--- config.mk ---
export PLATFORM = sky130hd
export DESIGN_NAME = instr_fetch_unit
export DESIGN_NICKNAME = d
export VERILOG_FILES = /design/src/rtl/mips_pkg.sv /design/src/rtl/ifu_next_pc.sv /design/src/rtl/instr_fetch_unit.sv
export SDC_FILE = /design/constraint.sdc
export NUM_CORES = 1
export LEC_CHECK = 0
export CAP_MARGIN = 25
export CORE_MARGIN = 2
export CORE_UTILIZATION = 57
export DETAILED_ROUTE_END_ITERATION = 7
export DONT_BUFFER_PORTS = 1
export PLACE_DENSITY = 0.75
export SETUP_SLACK_MARGIN = 0.5
export SLEW_MARGIN = 5
export SYNTH_ARGS = -nofsm -noshare
export SYNTH_HDL_FRONTEND = slang
export SYNTH_SLANG_ARGS = --single-unit
export TNS_END_PERCENT = 30
--- constraint.sdc ---
create_clock -name clk -period 3.81 [get_ports clk]
set_input_delay 0.9525 -clock clk [delete_from_list [all_inputs] [get_ports clk]]
set_output_delay 0.9525 -clock clk [all_outputs]
set_load 0.03 [all_outputs]
--- src/rtl/mips_pkg.sv ---
// Shared MIPS-subset definitions: instruction field slices, opcodes and fetch FSM encoding.
package mips_pkg;

  localparam int INSTR_W    = 32;
  localparam int OPCODE_MSB = 31;
  localparam int OPCODE_LSB = 26;
  localparam int FUNC_MSB   = 5;
  localparam int FUNC_LSB   = 0;
  localparam int IMM_MSB    = 15;
  localparam int TARGET_MSB = 25;

  localparam logic [5:0] OP_RTYPE = 6'b000000;
  localparam logic [5:0] OP_J     = 6'b000010;
  localparam logic [5:0] OP_BEQ   = 6'b000100;
  localparam logic [5:0] OP_LW    = 6'b100011;
  localparam logic [5:0] OP_SW    = 6'b101011;

  typedef logic [1:0] fetch_state_t;
  localparam fetch_state_t ST_FETCH = 2'd0;
  localparam fetch_state_t ST_WAIT  = 2'd1;
  localparam fetch_state_t ST_HOLD  = 2'd2;

endpackage

--- src/rtl/ifu_next_pc.sv ---
// Combinational next-PC select (sequential, taken branch, jump).
// Jump support is compiled in only when IFU_JUMP_EN is defined.
module ifu_next_pc
  import mips_pkg::*;
#(
  parameter int ADDR_W = 32
) (
  input  logic [ADDR_W-1:0]  pc,
  input  logic [INSTR_W-1:0] instr,
  input  logic               branch,
  input  logic               zero,
  output logic [ADDR_W-1:0]  pc_plus4,
  output logic [ADDR_W-1:0]  next_pc
);

`ifdef IFU_JUMP_EN
  localparam logic JUMP_EN = 1'b1;
`else
  localparam logic JUMP_EN = 1'b0;
`endif

  logic [ADDR_W-1:0] br_off_s;
  logic [ADDR_W-1:0] jump_tgt_s;
  logic              is_jump_s;

  // Candidate targets and priority select: jump over taken branch over sequential.
  always_comb begin
    pc_plus4   = pc + ADDR_W'(32'd4);
    br_off_s   = {{(ADDR_W-18){instr[IMM_MSB]}}, instr[IMM_MSB:0], 2'b00};
    jump_tgt_s = {pc_plus4[ADDR_W-1:28], instr[TARGET_MSB:0], 2'b00};
    is_jump_s  = JUMP_EN & (instr[OPCODE_MSB:OPCODE_LSB] == OP_J);
    if (is_jump_s) begin
      next_pc = jump_tgt_s;
    end else if (branch & zero) begin
      next_pc = pc_plus4 + br_off_s;
    end else begin
      next_pc = pc_plus4;
    end
  end

endmodule

--- src/rtl/instr_fetch_unit.sv ---
// Fetch stage: PC register and FETCH/WAIT/HOLD handshake FSM in front of decode.
// Build option IFU_JUMP_EN enables j-instruction redirect inside ifu_next_pc.
module instr_fetch_unit
  import mips_pkg::*;
#(
  parameter int                ADDR_W   = 32,
  parameter logic [ADDR_W-1:0] RESET_PC = {ADDR_W{1'b0}}
) (
  input  logic               clk,
  input  logic               rst,
  output logic               imem_req,
  output logic [ADDR_W-1:0]  imem_addr,
  input  logic               imem_ready,
  input  logic               imem_valid,
  input  logic [INSTR_W-1:0] imem_rdata,
  output logic               instr_valid,
  input  logic               instr_ack,
  input  logic               Branch,
  input  logic               Zero,
  output logic [INSTR_W-1:0] instr,
  output logic [5:0]         Opcode,
  output logic [5:0]         Func,
  output logic [ADDR_W-1:0]  pc_out,
  output logic [ADDR_W-1:0]  pc_plus4,
  output logic [31:0]        instr_count,
  output logic               proto_err
);

  fetch_state_t       state_q, state_d;
  logic [ADDR_W-1:0]  pc_q, pc_d;
  logic [INSTR_W-1:0] instr_q, instr_d;
  logic [31:0]        count_q, count_d;
  logic               proto_err_q, proto_err_d;
  logic [ADDR_W-1:0]  next_pc_s;

  ifu_next_pc #(
    .ADDR_W (ADDR_W)
  ) u_next_pc (
    .pc       (pc_q),
    .instr    (instr_q),
    .branch   (Branch),
    .zero     (Zero),
    .pc_plus4 (pc_plus4),
    .next_pc  (next_pc_s)
  );

  // Handshake FSM; Branch/Zero only matter through next_pc_s on the HOLD ack cycle.
  always_comb begin
    state_d = state_q;
    pc_d    = pc_q;
    instr_d = instr_q;
    count_d = count_q;
    case (state_q)
      ST_FETCH: begin
        if (imem_ready) begin
          state_d = ST_WAIT;
        end else begin
          state_d = ST_FETCH;
        end
      end
      ST_WAIT: begin
        if (imem_valid) begin
          instr_d = imem_rdata;
          state_d = ST_HOLD;
        end else begin
          state_d = ST_WAIT;
        end
      end
      ST_HOLD: begin
        if (instr_ack) begin
          pc_d    = next_pc_s;
          count_d = count_q + 32'd1;
          state_d = ST_FETCH;
        end else begin
          state_d = ST_HOLD;
        end
      end
      default: begin
        state_d = ST_FETCH;
      end
    endcase
  end

  // A response is legal only while waiting; anything else is dropped and flagged until reset.
  always_comb begin
    if (imem_valid && (state_q != ST_WAIT)) begin
      proto_err_d = 1'b1;
    end else begin
      proto_err_d = proto_err_q;
    end
  end

  // State registers with synchronous reset.
  always_ff @(posedge clk) begin
    if (rst) begin
      state_q     <= ST_FETCH;
      pc_q        <= RESET_PC;
      instr_q     <= {INSTR_W{1'b0}};
      count_q     <= 32'd0;
      proto_err_q <= 1'b0;
    end else begin
      state_q     <= state_d;
      pc_q        <= pc_d;
      instr_q     <= instr_d;
      count_q     <= count_d;
      proto_err_q <= proto_err_d;
    end
  end

  assign imem_req    = (state_q == ST_FETCH) & ~rst;
  assign imem_addr   = pc_q;
  assign instr_valid = (state_q == ST_HOLD);
  assign instr       = instr_q;
  assign Opcode      = instr_q[OPCODE_MSB:OPCODE_LSB];
  assign Func        = instr_q[FUNC_MSB:FUNC_LSB];
  assign pc_out      = pc_q;
  assign instr_count = count_q;
  assign proto_err   = proto_err_q;

endmodule
== After elaboration in Yosys (flattened, before gate mapping) ==
Cells that the tools add are included.
W data, S select, Z words.
Word-level totals
  bits in registers: 99
  input port bits: 39
  output and inout bits: 175
Cells by class
  $add $sub $neg: 3
  equal/unequal tests: 3
  muxes and demuxes: 5
  bitwise logic cells: 3
  reductions and logical operators: 4
Operators by type and width (count)
  $add A32 B1 Y32 const B: 1
  $add A32 B3 Y32 const B: 1
  $add A32 B32 Y32: 1
  $mux W32: 1
  $pmux W2 S3: 1
  $mux W2: 2
  $reduce_and A2 Y1: 2
  $and A1 B1 Y1: 2
  $eq A2 B1 Y1 const B: 1
  $eq A2 B2 Y1 const B: 1
  $logic_not A2 Y1: 1
  $ne A2 B1 Y1 const B: 1
  $logic_and A1 B1 Y1: 1
  $mux W1: 1
  $not A1 Y1: 1

== Depth between registers and ports, before layout ==
Gate-level depths: netlist of the first run.
  depth after elaboration: 3
  mapped depth: 17

== Hierarchy ==
From an unflattened synthesis of the first run, not the netlist that was laid out.
Unflattened totals
  cell total of the unflattened synthesis: 903
  area, all modules: 6701.4 um2
By module, submodules not included
  instr_fetch_unit: instances 1, cells an instance 522, area an instance 4167.7 um2, sequential area each 1981.9 um2
  ifu_next_pc: instances 1, cells an instance 381, area an instance 2533.7 um2, sequential area each 0.0 um2

== Worst setup path after synthesis of the first run ==
OpenSTA, ideal clock, no wires.
  path kind: flip-flop to flip-flop
  start: reg pc_q[2], in the netlist imem_addr[2]
  end: reg pc_q[29], in the netlist imem_addr[29]
  data arrival time: 4331 ps
  required time: 3715 ps
  path slack: -616 ps
  stages on the path, launching flop included: 16
  path buffers: 1
  period minus slack after synthesis: 4426 ps
  cell sequence: dfxtp_1 ha_1 and4_1 nand2b_1 clkbuf_1 or3_1 xnor2_1 ha_1 a21o_1 a221oi_1 a22o_1 o21ai_0 a21oi_1 a21oi_1 mux2_2 a221oi_1
Between the ends
  word-level cells in the longest chain between the ends: 3
Ends and longest elaborated chain
  start: declaration: line instr_fetch_unit.sv:30  | logic [ADDR_W-1:0] pc_q, pc_d;
  start signal: assignment: line instr_fetch_unit.sv:103  | pc_q <= pc_d;
  $add A32 B3 Y32: line ifu_next_pc.sv:28  | pc_plus4 = pc + ADDR_W'(32'd4);
  named net pc_plus4[16]: line instr_fetch_unit.sv:24  | output logic [ADDR_W-1:0] pc_plus4,
  $add A32 B32 Y32: line ifu_next_pc.sv:35  | next_pc = pc_plus4 + br_off_s;
  $mux W32: line ifu_next_pc.sv:34  | end else if (branch & zero) begin
The timed path passes the listed nets, and every way through them passes these cells.
A chain may end at the register's enable or synchronous reset.

== Final worst setup path of the first run ==
  start: reg pc_q[2], in the netlist imem_addr[2]
  end: reg pc_q[26], in the netlist imem_addr[26]
Between the ends
  word-level cells in the longest chain between the ends: 3
Ends and longest elaborated chain (line)
  $add A32 B3 Y32 *: ifu_next_pc.sv:28
  $add A32 B32 Y32: ifu_next_pc.sv:35
  $mux W32 *: ifu_next_pc.sv:34
Every way passes the cells marked *; elsewhere a longest branch is shown, timed or not.

==> metrics list, run 1 <==
* Pin count of the biggest net entering global routing: 100
- The initial utilization of the core area, before any placement, comes to 0.580.
* Share of synthesized cell area in full adder, half adder and majority cells: 0.0732
- Total power divided by cell area: 285 nW/um^2
- Number of buffer and inverter instances along the worst setup path: 1
- Antenna violations before repair: 0
- The number of hold violations in the final report was 0.
- Number of instances in the synthesized netlist: 863
* CTS H-Tree Depth: 3
- Number of placed I/O pins: 214
- Standard-cell row count: 39
- The die covers 12500 um^2.
- Sorting the synthesized cells by how often they occur yields 137 x sky130_fd_sc_hd__nand2_1, 97 x sky130_fd_sc_hd__dfxtp_1, 76 x sky130_fd_sc_hd__a21oi_1.
- By startpoint and endpoint, the worst setup path is classified as reg2reg.
- Routed wirelength normalized by instance count: 18.6 um
* Setup-violating endpoint count in the final report: 0
* Average instance area after synthesis: 7.64 um^2
* Standard cell core area: 11400 um^2
- CTS placed an instance of sky130_fd_sc_hd__clkbuf_16 at the clock tree root.
* Cells traversed along the worst timing path: nand2_4, or3_4, nor2_4, and4_4, nand3_4, xnor2_4, buf_12, ha_4, nand2_1, o21bai_1, a211oi_2, nor3_1, a21oi_1, nand2_2, xor2_1, a2111oi_2
- The area growth from synthesis to layout is 21.2%.
- The wire-length estimate of the detail-placed layout is 13.8 mm.
- Number of non-filler instances in the completed layout: 1038
- TritonCTS built the clock tree.
* Final TNS setup: 0 ns
- Maximum net fanout on the critical path: 4
- The worst-case IR drop observed on VDD is 0.325 mV.
* Portion of the post-synthesis area used by sequential elements: 0.294
- Number of nets in the final layout: 967
* WL final: 19.3 mm
- The mapped netlist covers 6600 um^2.
* Measured slew at the worst slew-check pin: 0.935 ns
* Relative slew slack: 0.375
- Final critical path time including I/O delays and setup: 3.45 ns
- CTS clk-pin slew, worst paths: 0.07 ns
* Clk sinks: 97
- Synthesis-stage register bit count: 97
- Worst path max stage delay: 0.41 ns
- Last weighted congestion value of the routability-driven placer: 1.00
* Initial DRT Pass Iterations: 7
* Detailed Route Iter0 Violations: 369
- The number of placed instances, taps included, is 1006.
- Xor/xnor share of the synthesized area: 0.101
- Yosys mapped a number of flops with a built-in enable equal to 0.
* Fin area: 8000 um^2
- Status: finished clean
- Setup repair after global routing could not meet its margin everywhere.
* Delay-heaviest family, CP: simple AND/OR/NAND/NOR gates
- Of the post-synthesis cell area, the part taken by muxes is 0.00474.
- The number of antenna diodes in the final layout is 0.
- STA classifies the critical path startpoint as a flip-flop.
- Area share of and/or/nand/nor cells after synthesis: 0.245
- Number of vias after detailed routing: 6465
- Static timing analysis puts the maximum clock frequency at 0.290 GHz.
- Input and output buffers added on the ports amount to 0.
* CP Data Arrival Time: 3.69 ns
- In this run the deepest clock path goes through 2 buffers.
- Average via count per standard cell: 6.23
- Setup slack on the worst reg-to-reg path comes out at 0.36 ns.
- Of the post-synthesis cell area, the dominant cell type holds 0.294.
- Leakage dissipation: 0.00320 uW
- On the critical path, the stage with the largest delay is an instance of sky130_fd_sc_hd__or3_4.
- Global routing finished with a remaining overflow of 0.
* Critical Path End Type: flip-flop
- Number of buffers added by the clock tree synthesis step: 9
- Worst-skew pair later-pin latency: 0.35 ns
* DIE WIDTH: 112 um
* Worst hold path type: reg2reg
* Synth area leader: sky130_fd_sc_hd__dfxtp_1
- In the synthesized netlist the async set-or-reset flop fraction comes to 0.
* Overall die height: 112 um
* Main area contributors after synthesis: sky130_fd_sc_hd__dfxtp_1 29%, sky130_fd_sc_hd__nand2_1 7.8%, sky130_fd_sc_hd__ha_1 7.0%
* Part of the cycle the worst path needs: 0.906
- Count of antenna-violating nets left after detailed routing: 0
- sky130_fd_sc_hd__nand2_1 is the most common cell in the netlist.
- The number of global-route vias before repair was 6369.
- Pins Over Slew Limit: 0
- DRC violation count after routing: 0
- Across every metal layer, demand over resource in global routing totals 0.309.
- Number of warnings issued by yosys: 0
- WP data required: 4.05 ns
* Combinational family with the most area after synthesis: simple AND/OR/NAND/NOR gates
* Placed Area: 7220 um^2
- Post-Route Hold Slack: 0.495 ns
- Of the cells placed in the final design, the portion with a size suffix greater than 1 is 0.245.
* Compound-Gate Fraction of Synth Area: 0.195
- For this run, the leading register cell type out of synthesis is sky130_fd_sc_hd__dfxtp_1.
- The first global-routing pass estimated 31.7 mm of wire.
- Yosys mapped the design onto 68 distinct sky130hd cell types.
* Worst Clk Skew: 0.00639 ns
- Across the run, the number of max-cap violations was 0.
## state kept, by name, summed over array words and instances, names as in the netlist
signal,flops
proto_err,1
instr_count,32
state_q,2
imem_addr,30
instr,32
## per-layer routing
layer	GRT usage	vias to the layer above	routed length [um]
met2	0.542	298	9700
met4	0.146	0	645
met3	0.0637	52	1460
li1	-	3041	-
met1	0.362	3074	7500
met5	0	-	0
## layout by cell type (no fill, tap or decap), drive strengths merged, types with 11 or more instances in the layout
cell    count
nand3      32
nand4      18
a21oi      77
nor3       19
xor2       41
o21ai      39
and3       15
or3        11
ha         37
a21o       17
buf       101
clkbuf     12
inv        18
xnor2      35
dfxtp      97
nand2     137
nor2       74
## cell families (layout without fill, tap and decap cells)
| kind of cell | Yosys count | in the layout |
|---|---|---|
| buffers and inverters | 104 | 131 |
| adders and majority gates | 38 | 38 |
| AOI/OAI and AO/OA | 204 | 204 |
| other | 1 | 6 |
| xor gates and xnor gates | 76 | 76 |
| DFF | 97 | 97 |
| muxes | 3 | 3 |
| and+or+nand+nor | 340 | 340 |
## final timing paths
kind / startpoint / end / depth (start not counted)
min reg2reg: state_q[1] / state_q[0] / 1
min: state_q[1] / state_q[0] / 1
max reg2reg: imem_addr[2] / imem_addr[26] / 16
max: imem_addr[2] / imem_addr[26] / 16
## area by class of cell
type                    count  area (um^2)
inverters                  14         52.6
clock inverters             4         35.0
fillers                   901         3370
repair buffers            101          790
well taps                 143          179
multi-input cells         667         4650
flip-flops and latches     97         2000
clock buffers              12          289
## through the flow
step           setup WS (ns)  power (uW)  utilization
2_1_floorplan         0.0284        1280            -
3_3_place_gp          0.0939        1300        0.635
3_5_place_dp         0.00423        1310        0.635
4_1_cts                0.408        2280        0.698
5_1_grt                0.124        2350        0.703
6_report               0.360        2280        0.703
## report_power, final
part / switching [uW] / internal, uW / total [uW] / leakage (uW)
logic: 148 / 78.5 / 227 / 0.00224
clock network: 429 / 551 / 980 / 0.000162
registers: 49.7 / 1020 / 1070 / 0.000798
total: 628 / 1650 / 2280 / 0.00320
## timing repair
item | 4_1_cts | 5_1_grt
hold endpoints to repair | 0 | 0
hold buffers | 0 | 0
gates resized for setup | 56 | 8
pin swaps | 31 | 5
buffers inserted | 15 | 0
endpoints found under the setup margin | 22 | 23
Power figures use the tool's default switching activity.
==> inputs of run 2 (changes only) <==
ABC_AREA = 1   (was default)
GPL_TIMING_DRIVEN = 0   (was default)
==> run 2 against run 1 <==
Effect of this change:
- area after synthesis is 10% higher
- routed wire length is 27% higher
- via count is 23% higher
- global-route usage is 2.8 points higher
- cell count is 32% higher
- clock-buffer cell count is 1 lower
==> metrics list, run 2 <==
* Status: finished clean
- GR met1 Demand/Resource: 0.418
- Terminus of the critical flop-to-flop path: imem_addr[31]
- Initial DRT Pass Iterations: 6
- Number of buffers on the longest clock path: 2
- Among all flip-flop cells after synthesis, the most frequent one is sky130_fd_sc_hd__dfxtp_1.
- The library cell used most frequently in the layout, excluding fill and tap cells, is sky130_fd_sc_hd__nand2_1.
- Counting the buffers created by CTS gives 9.
- In this run, synthesis produced a sequential element count of 97.
- Place WS: -0.328 ns
- CTS clk-pin slew, worst paths: 0.07 ns
* WL final: 24.6 mm
* Highest achievable clock rate: 0.299 GHz
* Met2 global-route usage: 0.553
- For the pin with the worst max-slew slack, the measured transition is 0.963 ns.
- Synth area leader: sky130_fd_sc_hd__dfxtp_1
- Util after Layout: 0.717
- Proportion of layout cells with a drive suffix above 1: 0.219
- Clock skew on the completed layout was measured at 0.00818 ns.
- Maximum net fanout on the critical path: 6
- Headroom to the max-slew limit came out at 0.357.
- At the worst endpoint, the required time is 4.04 ns.
- Worst flop-to-flop path startpoint: imem_addr[2]
- Counting flops with a built-in enable in the synthesized netlist gives 0.
- Dividing total power by cell area gives a power density of 276 nW/um^2.
- In this run the worst setup path terminates at imem_addr[31].
- Yosys mapped the design onto 43 distinct sky130hd cell types.
* Critical Path End Type: flip-flop
- From synthesis to final layout, the design area changed by 23.8%.
* Last weighted congestion value of the routability-driven placer: 0.953
- Entering global routing, the biggest net connects 16 pins.
* Antenna violations before repair: 0
* Standard cell core area: 12600 um^2
* Final critical path time including I/O delays and setup: 3.35 ns
* Number of warnings issued by yosys: 0
- Placed Area: 7570 um^2
- Detailed Route Iter0 Violations: 708
* DRC violation count after routing: 0
* Average via count per standard cell: 5.81
* Origin of the worst setup path: imem_addr[2]
- Pins Over Slew Limit: 0
* Depth of the most critical reg-to-reg path: 21
- Number of vias after detailed routing: 7984
- Worst-case setup margin in the final layout: 0.460 ns
- The min-delay analysis places its worst path in the category reg2reg.
- Summing every instance area after synthesis gives 7280 um^2.
- By count the netlist is led by 277 x sky130_fd_sc_hd__nand2_1, 168 x sky130_fd_sc_hd__nor2_1, 136 x sky130_fd_sc_hd__inv_1.
* Area share of the largest cell type after synthesis: 0.267
- Startpoint type of the worst setup path: flip-flop
- Fin area: 9020 um^2
* Most Used Layer, Global Route: met2
- Routed wirelength normalized by instance count: 17.9 um
* Count of endpoints failing hold in the final timing report: 0
- Counting every sink on the clock net gives 97.
* Main area contributors after synthesis: sky130_fd_sc_hd__dfxtp_1 27%, sky130_fd_sc_hd__nand2_1 14%, sky130_fd_sc_hd__nor2_1 8.7%
* Internal reg-to-reg setup slack: 0.46 ns
- Hold Path Origin: proto_err
* Die footprint: 13700 um^2
* Type of the setup path with the least slack: reg2reg
- After floorplanning, the core was divided into 41 placement rows.
- Max capacitance violation total: 0
- Setup-violating endpoint count in the final report: 0
- Overall die height: 117 um
- Proportion of synthesized flip-flops having asynchronous set or reset: 0
* Leakage dissipation: 0.00379 uW
* Number of input and output port buffers inserted: 0
- For the worst setup path, the data arrival time is 3.58 ns.
- Hold repair after CTS inserted 0 buffers.
* Average instance area after synthesis: 6.23 um^2
- Number of placed I/O pins: 214
* Part of the cycle the worst path needs: 0.879
- Detail Placement HPWL: 17.9 mm
* Total global routing overflow: 0
- Leaving out fill and tap cells, the most frequent cells in the layout are 256 x sky130_fd_sc_hd__nand2_1, 148 x sky130_fd_sc_hd__nor2_1, 124 x sky130_fd_sc_hd__inv_1.
* Number of global-route vias before repair: 7047
- Number of nets in the final layout: 1276
- Setup repair after global routing could not meet its margin everywhere.
- Cell chosen for the clock root: sky130_fd_sc_hd__clkbuf_16
- CTS H-Tree Depth: 3
- In this run the remaining antenna-violating nets after routing total 0.
- VDD sags by at most 0.249 mV.
- For this run, the total global-route usage over all layers was measured as 0.338.
* DIE WIDTH: 117 um
* Most frequent cell after synthesis: sky130_fd_sc_hd__nand2_1
* Global routing met3 resource utilization: 0.0911
* Portion of the post-synthesis area used by sequential elements: 0.267
- The repair_antennas step left the layout with diodes totalling 0.
- First-pass GRT wire length: 35.5 mm
* Number of instances in the synthesized netlist: 1169
* CTS tree: yes
- Initial cell density of the core: 0.579
- For the worst-skew pair, the clock arrives at the later sink with an insertion delay of 0.36 ns.
==> run 2: cell count changes after synthesis, sizes merged, moves of 15 or more <==
| cell | before | now |
|---|---|---|
| nand2 | 137 | 281 |
| inv | 14 | 136 |
| nor2 | 74 | 175 |
| o21ai | 39 | 86 |
| nand3 | 32 | 65 |
| xnor2 | 35 | 11 |
| xor2 | 41 | 20 |
| nor3 | 19 | 39 |
| a21o | 17 | 2 |
| and3 | 15 | 0 |
==> run 2: layout make-up <==
class / instances / area, um^2
multi-input cells: 861 / 5350
fillers: 1037 / 3550
flip-flops and latches: 97 / 2010
clock inverters: 4 / 53.8
clock buffers: 11 / 243
well taps: 172 / 215
repair buffers: 14 / 125
plain buffers: 79 / 487
inverters: 137 / 534
==> run 2: logic make-up after synthesis <==
| kind of cell | count (synthesis) | synth area share |
|---|---|---|
| xor+xnor | 31 | 0.0373 |
| fa+ha+maj | 38 | 0.0663 |
| other cells | 1 | 0.000515 |
| compound gates | 190 | 0.142 |
| simple gates | 596 | 0.350 |
| flops | 97 | 0.267 |
| buf+inv | 216 | 0.137 |
==> run 2: worst min-delay path by stage <==
stage	slack [ns]	to	cells past startpoint
after floorplan	0.57	state_q[0]	2
after global placement	0.60	state_q[0]	2
after detailed placement	0.60	proto_err	2
after CTS	0.62	imem_addr[3]	2
after global routing	0.64	state_q[0]	1
final	0.62	proto_err	2
==> run 2: critical path, cell delays in order, from the launching register on <==
cell and delay, ns:
sky130_fd_sc_hd__dfxtp_4 0.46, sky130_fd_sc_hd__clkinvlp_4 0.28, sky130_fd_sc_hd__nor2_4 0.25, sky130_fd_sc_hd__nand2_4 0.14
sky130_fd_sc_hd__inv_4 0.09, sky130_fd_sc_hd__nand3_4 0.12, sky130_fd_sc_hd__o21ai_0 0.30, sky130_fd_sc_hd__nand2_2 0.13
sky130_fd_sc_hd__clkinvlp_4 0.23, sky130_fd_sc_hd__ha_4 0.26, sky130_fd_sc_hd__nand2_8 0.10, sky130_fd_sc_hd__inv_2 0.05
sky130_fd_sc_hd__a21oi_4 0.13, sky130_fd_sc_hd__nand2_2 0.09, sky130_fd_sc_hd__nand2_2 0.09, sky130_fd_sc_hd__nand2_2 0.07
sky130_fd_sc_hd__inv_2 0.05, sky130_fd_sc_hd__nand2_1 0.07, sky130_fd_sc_hd__nand2_1 0.07, sky130_fd_sc_hd__nand3_1 0.07
sky130_fd_sc_hd__nand2_1 0.11, sky130_fd_sc_hd__a21oi_2 0.05
==> run 2: per-layer routing <==
| layer | share of wire | wire length [um] | vias to the layer above |
|---|---|---|---|
| met5 | 0 | 0 | - |
| met4 | 0.041 | 1010 | 0 |
| met3 | 0.11 | 2750 | 83 |
| met2 | 0.46 | 11400 | 436 |
| met1 | 0.38 | 9440 | 3672 |
| li1 | - | - | 3793 |
==> run 2: what timing repair did <==
action                     CTS  global route
setup endpoints to repair   48            28
resized for setup           81           143
gates cloned                 0             0
buffers inserted             4             9
pin swaps                    7            46
==> run 2: report_power, final <==
part | internal, uW | total, uW | leakage (uW) | switching (uW)
clock | 525 | 939 | 0.000138 | 414
sequential | 1040 | 1160 | 0.000804 | 118
combinational | 134 | 389 | 0.00284 | 254
total | 1700 | 2490 | 0.00379 | 786
==> run 2: stage by stage <==
stage	power (uW)	cells	setup TNS [ns]	hold WS [ns]
floorplan	1420	1174	0	0.567
global placement	1500	1346	-1.83	0.597
detailed placement	1500	1347	-1.94	0.603
CTS	2450	1366	0	0.616
global route	2560	1375	0	0.636
finish	2490	1375	0	0.617
==> inputs of run 3 (changes only) <==
MAX_ROUTING_LAYER = met4   (was default)
==> run 3 against run 2 <==
Effect of this change:
- via count down 0.46%
- cell count up 0.36%
- routed wire length up 0.50%
- combinational power down 2%
- sequential share of layout area about the same
- setup slack better by 0.080 ns
- clock power down 3.0%
- utilization up 0.20 points
- first-iteration DRC count down 12%
- sequential power about the same
- maximum frequency up 2.4%
- critical path type is now reg2out
- critical endpoint is now pc_plus4[31]
- highest routed layer unchanged
==> metrics list, run 3 (synthesized netlist as in run 2, its figures left out) <==
- For this block, the routed nets add up to 24.7 mm of wire.
* Leakage dissipation: 0.00382 uW
- The critical path is of the reg2out type.
- At the pin with the least slew margin, the transition time is 1.15 ns.
* Number of filler cells placed in the layout: 1040
- Internal reg-to-reg setup slack: 0.54 ns
- Detailed Route Iter0 Violations: 622
* Last weighted congestion value of the routability-driven placer: 0.951
- STA classifies the critical path startpoint as a flip-flop.
- In this run the tightest slew margin relative to its limit is 0.231.
- Pin count of the biggest net entering global routing: 17
- Util after Layout: 0.719
- The routed layout has 7947 vias.
* Seq. cell area: 2020 um^2
- Leaving out fill and tap cells, the most frequent cells in the layout are 253 x sky130_fd_sc_hd__nand2_1, 147 x sky130_fd_sc_hd__nor2_1, 126 x sky130_fd_sc_hd__inv_1.
- After detailed routing, the number of remaining DRC violations is 0.
- Inserted Diodes: 0
* Number of input and output port buffers inserted: 0
- Status: finished clean
- DIE WIDTH: 117 um
- Area Overhead vs Synth: 24.2%
- Worst hold path type: reg2reg
* CP Data Arrival Time: 2.32 ns
- Counting I/O delays and the setup requirement, the final critical path takes 3.27 ns.
- For this run the aggregate overflow at the end of global routing stands at 0.
- CTS clk-pin slew, worst paths: 0.07 ns
- For this run, the post-layout net count is 1280.
- CTS H-Tree Depth: 3
- For this run, the number of standard cells in the final layout without fillers is 1380.
* Clk sinks: 97
* Area taken by multi-input logic gates: 5350 um^2
* WP data required: 2.86 ns
* Proportion of layout cells with a drive suffix above 1: 0.224
- The clock passes through at most 2 buffers.
* Part of the cycle the worst path needs: 0.858
- Worst-skew pair later-pin latency: 0.36 ns
- Using the TritonRoute via totals, the vias-per-cell ratio works out to 5.76.
- Worst Clk Skew: 0.00826 ns
- The number of hold violations in the final report was 0.
- Number of global-route vias before repair: 7140
* Count of antenna-violating nets left after detailed routing: 0
- TritonCTS built the clock tree.
- Maximum vdd ir drop: 0.300 mV
- Setup-violating endpoint count in the final report: 0
- Across every metal layer, demand over resource in global routing totals 0.353.
* Highest achievable clock rate: 0.306 GHz
- Cell chosen for the clock root: sky130_fd_sc_hd__clkbuf_16
- The number of max-slew violations in the final report was 0.
- After floorplanning, the core was sized to cover 12600 um^2.
- The first global-routing pass estimated 35.7 mm of wire.
* Critical Path End Type: primary output
* Overall die height: 117 um
- Setup repair after global routing could not meet its margin everywhere.
* Standard-cell row count: 41
- Commonest non-fill, non-tap cell in the layout: sky130_fd_sc_hd__nand2_1
* Number of buffers added by the clock tree synthesis step: 9
* Die footprint: 13700 um^2
* Initial cell density of the core: 0.579
- Max capacitance violation total: 0
- The wire-length estimate of the detail-placed layout is 18.1 mm.
- Routed wirelength normalized by instance count: 17.9 um
* Initial DRT Pass Iterations: 7
- Maximum net fanout on the critical path: 6
- For this design, the CTS-stage hold fixing added 0 buffers.
- Cell Count Post-Placement: 1347
- The initial antenna violation count is 0.
* Number of placed I/O pins: 214
* Total power divided by cell area: 271 nW/um^2
[run 3: cell count changes in the layout (fill, tap and decap cells not counted), sizes merged]
cell	previous run	this run
buf	68	72
bufinv	1	0
clkinv	2	3
inv	132	133
[run 3: final cells by class]
cell class | instances | share of cell area
well taps | 172 | 0.0238
clock buffers | 11 | 0.0280
flip-flops and latches | 97 | 0.223
multi-input cells | 861 | 0.592
inverters | 137 | 0.0592
plain buffers | 79 | 0.0538
clock inverters | 5 | 0.00443
repair buffers | 18 | 0.0158
[run 3: final timing paths]
| check | from | endpoint | cells past startpoint |
|---|---|---|---|
| setup / recovery | imem_addr[2] | pc_plus4[31] | 10 |
| hold reg to reg | instr_count[19] | instr_count[19] | 2 |
| hold / removal | instr_count[19] | instr_count[19] | 2 |
| setup reg to reg | imem_addr[2] | imem_addr[31] | 22 |
[run 3: power breakdown]
group | switching (uW) | total (uW) | internal (uW)
registers | 120 | 1160 | 1040
clock network | 430 | 911 | 481
logic | 248 | 380 | 132
[run 3: stage by stage]
step                hold WS (ns)  power [uW]  worst slack, ns  TNS [ns]  instance area, um^2
detailed placement         0.603        1500           -0.334     -2.25                 7550
global placement           0.597        1500           -0.331     -2.10                 7540
CTS                        0.613        2420            0.497         0                 8360
global route               0.641        2530            0.397         0                 9040
finish                     0.610        2450            0.540         0                 9040
floorplan                  0.567        1420            0.488         0                 7320
[run 3: timing repair]
item	in CTS	in global routing
cloned	0	0
setup endpoints to repair	48	26
pin swaps	10	40
setup buffers	5	12
resized for setup	94	133
[run 3: critical path, stage by stage (launching register included)]
cell                         delay (ns)
sky130_fd_sc_hd__dfxtp_4           0.46
sky130_fd_sc_hd__clkinvlp_4        0.28
sky130_fd_sc_hd__nor2_4            0.24
sky130_fd_sc_hd__buf_4             0.15
sky130_fd_sc_hd__nand2_2           0.11
sky130_fd_sc_hd__nor2_4            0.17
sky130_fd_sc_hd__buf_4             0.15
sky130_fd_sc_hd__nand2_1           0.05
sky130_fd_sc_hd__nand2_1           0.11
sky130_fd_sc_hd__nand2_2           0.09
sky130_fd_sc_hd__inv_2             0.16
[run 3: routing by layer]
layer,global-route usage,up-vias,share of wire
li1,-,3815,-
met1,0.411,3596,0.38
met2,0.571,439,0.47
met3,0.0978,97,0.11
met4,0.153,0,0.042
met5,-,-,0
